`src/rtl/sync_fifo_ext_if.sv`:
```
// rtl/sync_fifo_ext_if.sv - producer/consumer handshake and status bundle for sync_fifo_ext
interface sync_fifo_ext_if #(
    parameter int DEPTH = 8,
    parameter int WIDTH = 8
);
    localparam int CW = $clog2(DEPTH + 1);

    logic             clear;
    logic             write_en;
    logic [WIDTH-1:0] data_in;
    logic             read_en;
    logic [WIDTH-1:0] data_out;
    logic             empty;
    logic             full;
    logic             almost_full;
    logic             almost_empty;
    logic [CW-1:0]    count;
    logic             overflow;
    logic             underflow;

    modport master (
        output clear, write_en, data_in, read_en,
        input  data_out, empty, full, almost_full, almost_empty, count, overflow, underflow
    );

    modport slave (
        input  clear, write_en, data_in, read_en,
        output data_out, empty, full, almost_full, almost_empty, count, overflow, underflow
    );
endinterface

```
`src/rtl/sync_fifo_ext.sv`:
```
// rtl/sync_fifo_ext.sv - single-clock FIFO, any depth, count/threshold flags, flush, error pulses
// Define SYNC_FIFO_EXT_SVA_EN to compile the embedded concurrent assertions.
module sync_fifo_ext #(
    parameter int DEPTH     = 8,
    parameter int WIDTH     = 8,
    parameter int AF_THRESH = DEPTH - 1,
    parameter int AE_THRESH = 1
) (
    input  logic           clk,
    input  logic           rst_n,
    sync_fifo_ext_if.slave bus
);
    localparam int CW = $clog2(DEPTH + 1);
    localparam int PW = (DEPTH > 1) ? $clog2(DEPTH) : 1;

    localparam logic [CW-1:0] DEPTH_C = CW'(DEPTH);
    localparam logic [CW-1:0] AF_C    = CW'(AF_THRESH);
    localparam logic [CW-1:0] AE_C    = CW'(AE_THRESH);
    localparam logic [PW-1:0] LAST_C  = PW'(DEPTH - 1);

    logic [WIDTH-1:0] mem [DEPTH];
    logic [PW-1:0]    wr_ptr;
    logic [PW-1:0]    rd_ptr;
    logic [CW-1:0]    count_q;
    logic             rd_acc;
    logic             wr_acc;

    assign bus.count        = count_q;
    assign bus.empty        = (count_q == '0);
    assign bus.full         = (count_q == DEPTH_C);
    assign bus.almost_full  = (count_q >= AF_C);
    assign bus.almost_empty = (count_q <= AE_C);

    // A full FIFO still takes a write when a read frees a slot in the same cycle.
    assign rd_acc = bus.read_en && !bus.empty && !bus.clear;
    assign wr_acc = bus.write_en && !bus.clear && (!bus.full || rd_acc);

    always_ff @(posedge clk) begin
        if (wr_acc) begin
            mem[wr_ptr] <= bus.data_in;
        end
    end

    always_ff @(posedge clk or negedge rst_n) begin
        if (!rst_n) begin
            wr_ptr        <= '0;
            rd_ptr        <= '0;
            count_q       <= '0;
            bus.data_out  <= '0;
            bus.overflow  <= 1'b0;
            bus.underflow <= 1'b0;
        end else if (bus.clear) begin
            wr_ptr        <= '0;
            rd_ptr        <= '0;
            count_q       <= '0;
            bus.overflow  <= 1'b0;
            bus.underflow <= 1'b0;
        end else begin
            bus.overflow  <= bus.write_en && !wr_acc;
            bus.underflow <= bus.read_en && !rd_acc;
            if (wr_acc) begin
                wr_ptr <= (wr_ptr == LAST_C) ? '0 : wr_ptr + PW'(1);
            end
            if (rd_acc) begin
                bus.data_out <= mem[rd_ptr];
                rd_ptr       <= (rd_ptr == LAST_C) ? '0 : rd_ptr + PW'(1);
            end
            if (wr_acc && !rd_acc) begin
                count_q <= count_q + CW'(1);
            end else if (rd_acc && !wr_acc) begin
                count_q <= count_q - CW'(1);
            end
        end
    end

`ifdef SYNC_FIFO_EXT_SVA_EN
    a_count_max: assert property (@(posedge clk) disable iff (!rst_n)
        count_q <= DEPTH_C)
        else $error("sync_fifo_ext: count exceeds DEPTH");

    a_empty_flag: assert property (@(posedge clk) disable iff (!rst_n)
        bus.empty == (count_q == '0))
        else $error("sync_fifo_ext: empty disagrees with count");

    a_full_flag: assert property (@(posedge clk) disable iff (!rst_n)
        bus.full == (count_q == DEPTH_C))
        else $error("sync_fifo_ext: full disagrees with count");

    a_count_inc: assert property (@(posedge clk) disable iff (!rst_n)
        (wr_acc && !rd_acc) |=> (count_q == $past(count_q) + CW'(1)))
        else $error("sync_fifo_ext: count did not increment on write");

    a_count_dec: assert property (@(posedge clk) disable iff (!rst_n)
        (rd_acc && !wr_acc) |=> (count_q == $past(count_q) - CW'(1)))
        else $error("sync_fifo_ext: count did not decrement on read");

    a_count_hold: assert property (@(posedge clk) disable iff (!rst_n)
        (!bus.clear && (wr_acc == rd_acc)) |=> (count_q == $past(count_q)))
        else $error("sync_fifo_ext: count changed without a net transfer");

    // A second overflow cycle is only legal if write_en was still held.
    a_overflow_single: assert property (@(posedge clk) disable iff (!rst_n)
        (bus.overflow && !bus.write_en) |=> !bus.overflow)
        else $error("sync_fifo_ext: overflow repeated for a single request");

    a_data_known: assert property (@(posedge clk) disable iff (!rst_n)
        rd_acc |=> !$isunknown(bus.data_out))
        else $error("sync_fifo_ext: data_out unknown after read");

    a_clear_empties: assert property (@(posedge clk) disable iff (!rst_n)
        bus.clear |=> (count_q == '0))
        else $error("sync_fifo_ext: count not zero after clear");
`endif
endmodule

```
`src/flat_wrapper.sv`:
```
// flat-port wrapper written by rule: the top's interface ports become plain ports
module sync_fifo_ext_flat 
#(
    parameter int DEPTH     = 8,
    parameter int WIDTH     = 8,
    parameter int AF_THRESH = DEPTH - 1,
    parameter int AE_THRESH = 1
)
  (clk, rst_n, bus_clear, bus_write_en, bus_data_in, bus_read_en, bus_data_out, bus_empty, bus_full, bus_almost_full, bus_almost_empty, bus_count, bus_overflow, bus_underflow);
  sync_fifo_ext_if #(.DEPTH(DEPTH), .WIDTH(WIDTH)) bus_i ();
  input  logic clk;
  input  logic rst_n;
  input wire logic [$bits(bus_i.clear)-1:0] bus_clear;
  input wire logic [$bits(bus_i.write_en)-1:0] bus_write_en;
  input wire logic [$bits(bus_i.data_in)-1:0] bus_data_in;
  input wire logic [$bits(bus_i.read_en)-1:0] bus_read_en;
  output wire logic [$bits(bus_i.data_out)-1:0] bus_data_out;
  output wire logic [$bits(bus_i.empty)-1:0] bus_empty;
  output wire logic [$bits(bus_i.full)-1:0] bus_full;
  output wire logic [$bits(bus_i.almost_full)-1:0] bus_almost_full;
  output wire logic [$bits(bus_i.almost_empty)-1:0] bus_almost_empty;
  output wire logic [$bits(bus_i.count)-1:0] bus_count;
  output wire logic [$bits(bus_i.overflow)-1:0] bus_overflow;
  output wire logic [$bits(bus_i.underflow)-1:0] bus_underflow;
  assign bus_i.clear = bus_clear;
  assign bus_i.write_en = bus_write_en;
  assign bus_i.data_in = bus_data_in;
  assign bus_i.read_en = bus_read_en;
  assign bus_data_out = bus_i.data_out;
  assign bus_empty = bus_i.empty;
  assign bus_full = bus_i.full;
  assign bus_almost_full = bus_i.almost_full;
  assign bus_almost_empty = bus_i.almost_empty;
  assign bus_count = bus_i.count;
  assign bus_overflow = bus_i.overflow;
  assign bus_underflow = bus_i.underflow;
  sync_fifo_ext #(.DEPTH(DEPTH), .WIDTH(WIDTH), .AF_THRESH(AF_THRESH), .AE_THRESH(AE_THRESH)) u_core (.clk(clk), .rst_n(rst_n), .bus(bus_i));
endmodule
```
`config.mk`:
```
export PLATFORM = sky130hd
export DESIGN_NAME = sync_fifo_ext_flat
export DESIGN_NICKNAME = d
export VERILOG_FILES = /design/src/rtl/sync_fifo_ext_if.sv /design/src/rtl/sync_fifo_ext.sv /design/src/flat_wrapper.sv
export SDC_FILE = /design/constraint.sdc
export NUM_CORES = 1
export LEC_CHECK = 0
export ABC_AREA = 1
export CAP_MARGIN = 20
export CORE_MARGIN = 1
export CORE_UTILIZATION = 30
export DETAILED_ROUTE_END_ITERATION = 7
export PLACE_DENSITY_LB_ADDON = 0.3
export SYNTH_ARGS = -nofsm -noshare
export SYNTH_HDL_FRONTEND = slang
export SYNTH_SLANG_ARGS = --single-unit
```
`constraint.sdc`:
```
create_clock -name clk -period 2.75 [get_ports clk]
set_input_delay 0.825 -clock clk [delete_from_list [all_inputs] [get_ports clk]]
set_output_delay 0.825 -clock clk [all_outputs]
set_load 0.01 [all_outputs]
```
# == After elaboration in Yosys (flattened, before gate mapping) ==
# Memory sizes are Yosys's and may differ from the RTL's. A register that Yosys moved wholly into a read port is not among the register bits.
# Cells that the tools add are included.
# classes
n_addsub,4
n_lt_le_gt_ge,2
n_eq_ne,3
mux,13
bitwise,1
n_reduce_logical,20
# op_table
operator,count
2-to-1 mux 3 bit,6
2-to-1 mux 4 bit,3
logical AND 1 bit,8
"adder 3 x 1 -> 3 bit, second input constant",2
"== test 3 bit, second input constant",2
zero test 1 bit,6
"adder 4 x 1 -> 4 bit, second input constant",1
"== test 4 bit, second input constant",1
"greater-or-equal comparator 4 x 3 -> 1 bit, second input constant",1
"<= comparator 4 x 1 -> 1 bit, second input constant",1
zero test 4 bit,1
2-to-1 mux 1 bit,4
nonzero test 2 bit,2
"subtractor 4 x 1 -> 4 bit, second input constant",1
nonzero test 3 bit,1
AND reduction 2 bit,1
logical OR 1 bit,1
NOT 1 bit,1
# word_totals
reg_bits,12
ramBits,64
input_bits,13
out_inout_bits,18
wordCells,49
memories,1
# mem_list
memory,words,width,rd,rd_ports_with_merged_regs,wr,line,text
u_core.mem,8,8,1,1,1,sync_fifo_ext.sv:21,logic [WIDTH-1:0] mem [DEPTH];

# == Longest topological paths before layout ==
# Gate-level depths: netlist (run 1).
# logic_depth
word_depth,11
depth_mapped,10
ltp_nobuf,10

# == Least setup slack after synthesis (run 1) ==
# No wires, ideal clock.
# synth_path
kind,register to register
start,"register u_core.count_q[0], in the netlist u_core.bus.count[0]"
end,"memory u_core.mem[1][0], enable pin"
setup_time_ns,0.370
arrival_time_ns,1.770
t_required_ns,2.380
slack_ns,0.610
path_stages_with_launch,10
path_buffers,0
period_less_slack_ns,2.140
cell_sequence,dfrtp_1 inv_1 ha_1 nand3_1 inv_1 nand2_4 nand2_4 inv_2 nand2_1 nor2_1
# synth_rtl
element,line,text
"start, declared",sync_fifo_ext.sv:24,logic [CW-1:0] count_q;
"start signal, assigned",sync_fifo_ext.sv:69,count_q <= count_q + CW'(1);
"start signal, assigned",sync_fifo_ext.sv:71,count_q <= count_q - CW'(1);
== test 4 bit,sync_fifo_ext.sv:30,assign bus.full = (count_q == DEPTH_C);
via bus_full,flat_wrapper.sv:19,output wire logic [$bits(bus_i.full)-1:0] bus_full;
zero test 1 bit,sync_fifo_ext.sv:36,assign wr_acc = bus.write_en && !bus.clear && (!bus.full || rd_acc);
logical OR 1 bit,sync_fifo_ext.sv:36,
logical AND 1 bit,sync_fifo_ext.sv:36,
2-to-1 mux 1 bit,sync_fifo_ext.sv:39,if (wr_acc) begin
2-to-1 mux 1 bit (not written as such),sync_fifo_ext.sv:40,mem[wr_ptr] <= bus.data_in;
"end, declared",sync_fifo_ext.sv:21,
# The timed path passes the listed nets, and every way through them passes these cells.

# == Final worst setup path (run 1) ==
# layout_path
start,"register u_core.count_q[0], in the netlist u_core.bus.count[0]"
end,output bus_full
# layout_between
elab_chain_cells,1
# layout_rtl
element,line
== test 4 bit,sync_fifo_ext.sv:30
"end, declared",flat_wrapper.sv:19
# Every way passes these cells.

==> results of run 1 <==
## registers in the layout, indices dropped and copies added, names as in the netlist
name                  cells
u_core.wr_ptr             3
u_core.bus.underflow      1
u_core.bus.count          4
u_core.bus.overflow       1
u_core.bus.data_out       8
u_core.mem               64
u_core.rd_ptr             3
## cell families (layout without fill, tap and decap cells)
kind of cell,after synthesis,in the layout,synth area share
flip-flops,84,84,0.672
AND/OR/NAND/NOR,140,140,0.173
XOR/XNOR,3,3,0.00729
AO/OA/AOI/OAI,55,55,0.0875
adder cells (fa/ha/maj),7,7,0.0243
buffers and inverters,31,82,0.0361
## power by group through the flow
stage	clock (mW)	sequential [mW]	combinational (mW)
final	1.26	1.60	1.18
after global routing	1.34	1.62	1.31
after CTS	1.29	1.60	1.17
after detailed placement	0	1.62	1.15
after global placement	0	1.62	1.14
after floorplan	0	1.64	0.676
## worst paths after layout
kind / from / endpoint / slack [ps] / depth (start not counted)
setup reg to reg: u_core.bus.count[1] / u_core.mem[5][4] / 850 / 10
hold / removal: u_core.bus.data_out[0] / u_core.bus.data_out[0] / 470 / 2
max in group asynchronous: rst_n / u_core.bus.count[0] / 1650 / 2
setup / recovery: u_core.bus.count[0] / bus_full / 100 / 5
hold reg to reg: u_core.bus.data_out[0] / u_core.bus.data_out[0] / 470 / 2
min in group asynchronous: rst_n / u_core.bus.count[1] / 860 / 2
## routing by layer
layer / up-vias / global-route usage / share of wire
met5: - / 0 / 0
met4: 0 / 0.0550 / 0.018
met3: 12 / 0.0152 / 0.025
met2: 41 / 0.218 / 0.49
met1: 1172 / 0.171 / 0.47
li1: 1196 / - / -
## cells in the final DEF (no fill, tap or decap), types with 2 or more instances in the layout
| master | instances |
|---|---|
| nand3_2 | 2 |
| clkbuf_16 | 9 |
| edfxtp_1 | 64 |
| nand4_1 | 3 |
| nand3_1 | 17 |
| nand2_1 | 52 |
| clkdlybuf4s50_1 | 30 |
| o21ai_0 | 35 |
| clkbuf_1 | 2 |
| ha_1 | 6 |
| nand2_4 | 3 |
| buf_4 | 17 |
| inv_2 | 8 |
| dfrtp_1 | 19 |
| bufinv_16 | 2 |
| nor2_2 | 5 |
| inv_1 | 10 |
| o211ai_1 | 16 |
| o21ai_1 | 3 |
| xor2_1 | 2 |
| nor2_1 | 55 |
## critical path, cell delays in order, from the launching register on
cell and delay [ps]:
dfrtp_2 450, inv_2 100, ha_4 170, nand3_2 130, inv_2 120, clkdlybuf4s50_1 530
## cell type report
| class | instances | area, sq um | share of cell area |
|---|---|---|---|
| sequential | 84 | 2420 | 0.540 |
| multi-input combinational | 205 | 1070 | 0.238 |
| timing repair buffer | 47 | 428 | 0.0953 |
| clock buffer | 12 | 246 | 0.0549 |
| tap | 143 | 179 | 0.0398 |
| clock inverter | 4 | 72.6 | 0.0162 |
| inverter | 19 | 71.3 | 0.0159 |
## what timing repair did
item / 4_1_cts / 5_1_grt
setup endpoints to repair: 1 / 1
resized for setup: 3 / 4
gates cloned: 0 / 0
hold buffers: 0 / 0
==> results.yml, run 1 <==
pwr:
  finalPower_mw: 4.04
  power.density_mw_per_mm2: 900
  p_sw_mw: 1.21
  switching_share: 0.300
  leakagePower_nw: 1.73
  p_int_mw: 2.83
  peakVddDrop_mv: 0.311
  pwr-share-seq: 0.396
  combPwrFrac: 0.291
  pwr-share-clk: 0.313
logic_synthesis:
  synth-main-ff-cell: "edfxtp_1"
  syn_area_sq_mm: 0.00360
  synthTopCellsByCount: "edfxtp_1, nor2_1, nand2_1"
  synth_fp_nets: 340
  synth_cell_type_count: 27
  netlist_top_cells_area: "edfxtp_1, dfrtp_1, nor2_1, nand2_1, o21ai_0"
  netlist.area_leader.share: 0.533
  ys_warn_count: 0
  async_flop_share: 0.238
  synth_seq_cells: 84
  syn_area_per_cell_sq_um: 11.3
  synth_seq_area_share: 0.672
  synth_cells: 320
  synth_most_common_cell: "edfxtp_1"
  synth_area_leader_cell: "edfxtp_1"
  synth-edff-count: 64
sta:
  relSlewSlack: 0.337
  clock_skew_ps: 6.27
  rsz0062_at_grt: "false"
  layout_worst_path_cycle_share: 0.964
  timing.hold.ws_ps: 473
  max_freq_ghz: 0.377
  hold_viol_final: 0
  fin_crit_ps: 2650
  slew_violations: 0
  worstMarginPinSlew_ps: 993
  fin_setup_tns_ps: 0
  setup_viol: 0
  worst_slack_ps: 97.9
die:
  coreArea_sq_mm: 0.0116
  io_pins: 31
  fp.dieH_um: 112
  fp-row-count: 39
  die_area_sq_mm: 0.0125
  die_w_um: 112
  start_util: 0.312
placed_design:
  pre_cts_ws_ps: 188
  io_buffers: 30
  dp_hpwl_um: 5130
  post_dp_cell_area_sq_mm: 0.00415
  place_congestion: 0.762
  dp_cells: 498
layout:
  areaGrowthSynthToFinish_pct: 24.6
  utilization: 0.388
  fin_area_sq_mm: 0.00449
  drive_gt1_frac: 0.146
  fin_cells: 514
  finalNetCount: 386
  filler_cell_count: 1110
  diodes: 0
grt:
  grt_overflow: 0
  track_usage: 0.130
  antenna_found_initial: 0
  grt_pass1_vias: 2374
  grt_max_degree: 35
  grt_pass1_wl_um: 12300
clocking:
  clock-sinks: 84
  cts_tree: "built"
  clkLatencyLatePin_ps: 320
  post-cts-setup-buffers: 0
  cts.path.max_buffers: 2
  clk_pin_slew_ps: 60
  cts_buffers: 9
  htreeDepth: 3
  clockRootBuffer: "clkbuf_16"
setup_path:
  path_class: "reg -> out"
  start_kind: "flop"
  cp.required_ps: 1930
  critical_path.endpoint_type: "primary output"
  crit_arrival_ps: 1830
  crit_fanout: 8
min_path:
  hold_class: "reg -> reg"
status:
  violations: "DRC"
  status: "finished, violations left"
routing:
  vias: 2421
  drt-initial-drc-count: 176
  via_per_inst: 4.71
  antenna_left: 0
  wire_per_inst_um: 14.9
  drc: 6
  wl_um: 7680
  first_pass_iters: 7
run:
  drv_cap: 0
Note: power is estimated with default switching activity, not from simulation.
==> run 2: changes to the inputs <==
Settings changed: ABC_CLOCK_PERIOD_IN_PS from default to 2750.
==> results of run 2 <==
Same layout as run 1: the final DEF is identical, and so are final timing and power.
